<file path="config.mk">
export PLATFORM = sky130hd
export DESIGN_NAME = hs_cmd_issuer
export DESIGN_NICKNAME = d
export VERILOG_FILES = /design/src/rtl/hs_cmd_issuer.sv
export SDC_FILE = /design/constraint.sdc
export NUM_CORES = 1
export LEC_CHECK = 0
export ABC_AREA = 1
export BUFFER_PORTS_ARGS = -buffer_cell sky130_fd_sc_hd__buf_2
export CAP_MARGIN = 5
export CORE_MARGIN = 3
export CORE_UTILIZATION = 34
export CTS_CLUSTER_DIAMETER = 50
export CTS_CLUSTER_SIZE = 25
export DETAILED_ROUTE_END_ITERATION = 16
export GPL_TIMING_DRIVEN = 0
export SYNTH_ARGS = -nofsm -noshare
export SYNTH_HDL_FRONTEND = slang
export SYNTH_SLANG_ARGS = --single-unit
</file>
<file path="constraint.sdc">
create_clock -name clk -period 3.6 [get_ports clk]
set_input_delay 0.36 -clock clk [delete_from_list [all_inputs] [get_ports clk]]
set_output_delay 0.36 -clock clk [all_outputs]
set_load 0.02 [all_outputs]
</file>
<file path="src/rtl/hs_cmd_issuer.sv">
// hs_cmd_issuer: command word FIFO feeding a four-phase req/ack handshake
// initiator. Words are taken from a valid/ready stream and queued. They are
// then issued one at a time to a downstream run/done adapter. The block also
// counts completed handshakes and raises a sticky flag when a handshake stalls.
module hs_cmd_issuer #(
  parameter int DEPTH   = 8,
  parameter int TIMEOUT = 1024
) (
  input  logic                     clk,
  input  logic                     rst_n,
  input  logic                     in_valid,
  output logic                     in_ready,
  input  logic [31:0]              in_data,
  output logic                     req,
  input  logic                     ack,
  output logic [31:0]              data_out,
  output logic [$clog2(DEPTH):0]   level,
  output logic                     busy,
  output logic                     timeout_err,
  input  logic                     clr_err,
  output logic [31:0]              issued_cnt
);

  localparam int AW = $clog2(DEPTH);
  localparam int PW = AW + 1;
  // The wait counter holds values up to TIMEOUT and then stops, so the flag
  // sets only once per stall and clr_err stays effective during a long stall.
  localparam int CW = (TIMEOUT > 0) ? $clog2(TIMEOUT + 1) : 1;
  localparam bit TO_EN = (TIMEOUT > 0);
  localparam logic [CW-1:0] TO_LAST = CW'((TIMEOUT > 0) ? TIMEOUT - 1 : 0);
  localparam logic [CW-1:0] TO_MAX  = CW'((TIMEOUT > 0) ? TIMEOUT : 0);

  typedef enum logic [1:0] {
    S_IDLE = 2'd0,
    S_REQ  = 2'd1,
    S_REL  = 2'd2
  } state_t;

  state_t        state_reg, state_next;
  logic          req_reg, req_next;
  logic [31:0]   mem [DEPTH];
  logic [PW-1:0] wr_ptr_reg, rd_ptr_reg;
  logic [CW-1:0] wait_cnt_reg;
  logic          err_reg;
  logic [31:0]   issued_reg;
  logic          full, empty, push, pop, timeout_hit;

  // Occupancy is the pointer difference. The extra pointer bit tells full from empty.
  assign level    = wr_ptr_reg - rd_ptr_reg;
  assign full     = (level == PW'(DEPTH));
  assign empty    = (level == '0);
  // Full blocks the push even when a pop happens in the same cycle.
  assign in_ready = !full;
  assign push     = in_valid && !full;
  assign pop      = (state_reg == S_REQ) && ack;

  // The head stays put while req is high, because the pop happens only on leaving S_REQ.
  assign data_out    = empty ? 32'd0 : mem[rd_ptr_reg[AW-1:0]];
  assign req         = req_reg;
  assign busy        = (state_reg != S_IDLE) || !empty;
  assign timeout_err = err_reg;
  assign issued_cnt  = issued_reg;

  assign timeout_hit = TO_EN && (state_reg == S_REQ) && !ack &&
                       (wait_cnt_reg == TO_LAST);

  // Storage array: write-only on push, no reset so it maps onto RAM.
  always_ff @(posedge clk) begin
    if (push) begin
      mem[wr_ptr_reg[AW-1:0]] <= in_data;
    end
  end

  // FIFO pointers: reset flushes the queue.
  always_ff @(posedge clk or negedge rst_n) begin
    if (!rst_n) begin
      wr_ptr_reg <= '0;
      rd_ptr_reg <= '0;
    end else begin
      if (push) wr_ptr_reg <= wr_ptr_reg + 1'b1;
      if (pop)  rd_ptr_reg <= rd_ptr_reg + 1'b1;
    end
  end

  // Handshake state and registered req. Reset drops req without waiting for a clock edge.
  always_ff @(posedge clk or negedge rst_n) begin
    if (!rst_n) begin
      state_reg <= S_IDLE;
      req_reg   <= 1'b0;
    end else begin
      state_reg <= state_next;
      req_reg   <= req_next;
    end
  end

  // Next-state logic. req is high exactly while the FSM is in S_REQ.
  always_comb begin
    state_next = state_reg;
    case (state_reg)
      S_IDLE:  if (!empty && !ack) state_next = S_REQ;
      S_REQ:   if (ack)            state_next = S_REL;
      S_REL:   if (!ack)           state_next = S_IDLE;
      default:                     state_next = S_IDLE;
    endcase
    req_next = (state_next == S_REQ);
  end

  // Stall counter: zero outside S_REQ, so each new request starts from zero.
  always_ff @(posedge clk or negedge rst_n) begin
    if (!rst_n) begin
      wait_cnt_reg <= '0;
    end else if (state_reg != S_REQ) begin
      wait_cnt_reg <= '0;
    end else if (!ack && (wait_cnt_reg != TO_MAX)) begin
      wait_cnt_reg <= wait_cnt_reg + 1'b1;
    end
  end

  // Sticky stall flag. Setting takes priority over clr_err. The handshake itself is never aborted.
  always_ff @(posedge clk or negedge rst_n) begin
    if (!rst_n) begin
      err_reg <= 1'b0;
    end else if (timeout_hit) begin
      err_reg <= 1'b1;
    end else if (clr_err) begin
      err_reg <= 1'b0;
    end
  end

  // Completed-command counter. It wraps naturally at 2^32.
  always_ff @(posedge clk or negedge rst_n) begin
    if (!rst_n) begin
      issued_reg <= 32'd0;
    end else if (pop) begin
      issued_reg <= issued_reg + 32'd1;
    end
  end

endmodule
</file>
==> results.md <==
- Register area: 9070 um2
- Cell area after layout: 16000 um2
- Setup crit start: rd_ptr_reg[1]$_DFFE_PN0P_
- Comb pwr share: 41.0%
- Total gr overflow: 0
- Worst EP required: 3240 ps
- Maximum fanout along the worst path: 11
- Starting DRT DRC Count: 743
- Routed Antenna Nets: 0
- Worst slew margin: 50.0%
- CTS H-tree lvls: 1
- Startpoint Class: flip-flop
- Top Ports: 109
- Die width: 204 um
- First-pass GRT wire length: 52900 um
- Final layout net count: 1448
- Clock network power share: 24.6%
- Largest net degree at the start of global routing: 56
- FP Rows: 71
- Count of maximum capacitance violations: 0
- Wire per inst: 17.8 um
- HP Start: in_data[11]
- Int Pwr: 7.97 mW
- Clock Sinks: 311
- Most frequent cells in the layout: 415 x nand2_1, 256 x edfxtp_1, 170 x nand3_1, 138 x buf_2, 64 x a21oi_1
- Post-Syn Area: 13400 um2
- Clock Latency Late Sink: 590 ps
- Post-synthesis sequential area ratio: 67.9%
- Slew Limit Fails: 0
- DP HPWL: 22500 um
- Maximum vdd drop: 0.647 mV
- PortBufs: 108
- RSZ-0062 raised after global routing: no
- Hold Fails Final Rpt: 0
- Yosys warns: 0
- Lkg Pwr: 6.17 nW
- Total die area: 41700 um2
- Num CTS Buffers: 30
- Crit Reg-Reg Startpoint: rd_ptr_reg[1]$_DFFE_PN0P_
- Final Cycle Share: 97.6%
- EDFF count, synth: 256
- RePlAce Congestion: 0.827
- Kind of critical path: reg -> out
- Layout cell share with drive strength beyond 1: 17.6%
- Main synth FF type: edfxtp_1
- Hold/Removal Path Class: in -> reg
- Via-per-instance ratio: 4.93
- Post-DP Area: 14800 um2
- Routed vias: 9548
- Avg Inst Size Synth: 10.7 um2
- Switching Share: 41.8%
- Die extent in y: 204 um
- Initial Utilization: 35.0%
- Top-area cell type share of the netlist area: 57.6%
- Post-Route WL: 34500 um
- Non-Filler Instances: 1937
- Clk pin slew, worst setup/hold paths: 80 ps
- Maximum root-to-sink buffer count: 3
- Crit path DAT: 3150 ps
- Syn Inst Count: 1247
- Slew @ Worst Pin: 750 ps
- CP Capture Type: output pin
- Net count after synthesis: 1293
- CTS Root Cell: clkbuf_16
- Area added between synthesis and finish: 20.0%
- Achievable Freq: 0.285 GHz
- Psw: 5.72 mW
- Most common cell after layout, fill and taps aside: nand2_1
- DR DRC count: 0
- Core area: 38200 um2
- Unique masters post-synth: 34
- Area of the multi-input gates: 3950 um2
- Top cells by area, synth: edfxtp_1 58%, nand2_1 12%, dfrtp_1 10%, nand3_1 6.4%, a21oi_1 2.4%
- Drt pass-1 iters: 5
- Post-synthesis register bit count: 311
- Placed insts: 1874
- Antenna violations before repair: 6
- Async SR Flop Fraction: 17.7%
- Leading area contributor after synthesis: edfxtp_1
- # fillers: 3646
- Period minus WS final: 3510 ps
- CTS tree: yes
- Status: finished, final reports clean
- Seq pwr share: 34.4%
- Total global-route track usage: 16.4%
- Clock skew: 24.6 ps
- Final setup vio count: 0
- Max reg flops: 256
- Pwr Density: 854 nW/um2
- Vias in the first global route: 9065
## layout make-up
type,instances,area share (%)
clock buffer,30,4.69
buffer,54,1.81
tap,511,3.99
clock inverter,25,2.04
antenna,1,0.0156
inverter,49,1.16
sequential,311,56.6
multi-input combinational,831,24.6
timing repair buffer,125,5.06
## per-stage QoR
stage	power (mW)	setup TNS, ps	hold WS (ps)	util (%)	setup slack, ps
after global routing	14.5	0	21.9	41.9	0.452
after global placement	10.0	-445380	487	38.1	-2050
after floorplan	8.05	-56010	64.4	-	-295
final	13.7	0	30.4	41.9	87.6
after detailed placement	10.2	-17260	493	38.7	-200
after CTS	13.8	0	4.69	41.8	8.50
## power groups by stage
stage	combinational [mW]	sequential [mW]	clock, mW
floorplan	3.29	4.77	0
global placement	5.22	4.80	0
detailed placement	5.47	4.77	0
CTS	5.61	4.71	3.43
global route	6.13	4.75	3.59
finish	5.61	4.71	3.37
## kinds of logic (layout without fill, tap and decap cells)
group                    after synthesis  count (layout)  synth area share (%)
AND/OR/NAND/NOR                      721             721                  23.1
buffers and inverters                105             283                  3.47
XOR/XNOR                              28              28                  1.84
AO/OA/AOI/OAI                         73              73                  2.85
other                                  0               1                     0
flip-flops                           311             311                  67.9
adder cells (fa/ha/maj)                9               9                 0.900
## Yosys cell counts (2+ instances only)
| cell type | count |
|---|---|
| nand3b_1 | 2 |
| edfxtp_1 | 256 |
| nand4_1 | 10 |
| xnor2_1 | 9 |
| clkbuf_1 | 10 |
| dfrtp_1 | 55 |
| nor2_2 | 5 |
| ha_1 | 8 |
| nor2_1 | 69 |
| buf_6 | 3 |
| o21ai_0 | 7 |
| inv_1 | 47 |
| xor2_1 | 19 |
| clkinv_1 | 2 |
| nor2_4 | 3 |
| buf_1 | 8 |
| nand3_1 | 170 |
| nor3_1 | 38 |
| buf_2 | 34 |
| nand2_1 | 415 |
| a21oi_1 | 64 |
## final timing paths
check	to	slack, ps	depth (start not counted)
worst max-delay path	data_out[11]	90	11
worst min-delay path	mem[6][11]$_DFFE_PP_	30	1
worst min register to register	rd_ptr_reg[3]$_DFFE_PN0P_	500	1
max in group asynchronous	rd_ptr_reg[2]$_DFFE_PN0P_	2700	2
min in group asynchronous	wait_cnt_reg[7]$_DFFE_PN0P_	380	2
worst max register to register	mem[2][16]$_DFFE_PP_	490	10
## worst max-delay path, stage by stage, from the launching register on
cell      delay [ps]
dfrtp_2          440
inv_1            100
buf_6            140
buf_8            150
fa_1             440
xor2_2           240
nor2_2            90
a21boi_4         150
buf_12           150
buf_6            150
nor3_1           290
buf_2            240
## what timing repair did
action / in CTS / in global routing
hold buffers: 1 / 1
cloned: 0 / 0
pin swaps: 0 / 1
resized for setup: 18 / 4
setup buffers: 2 / 5
hold endpoints to repair: 1 / 55
endpoints found under the setup margin: 150 / 32
## routing by layer
layer | routed length (um) | vias up | GRT usage [%]
met5 | 61 | - | 0
met4 | 756 | 12 | 3.98
met3 | 2740 | 76 | 3.71
met2 | 15800 | 334 | 26.3
met1 | 15200 | 4537 | 22.7
li1 | - | 4589 | -
(Power assumes the default switching activity.)
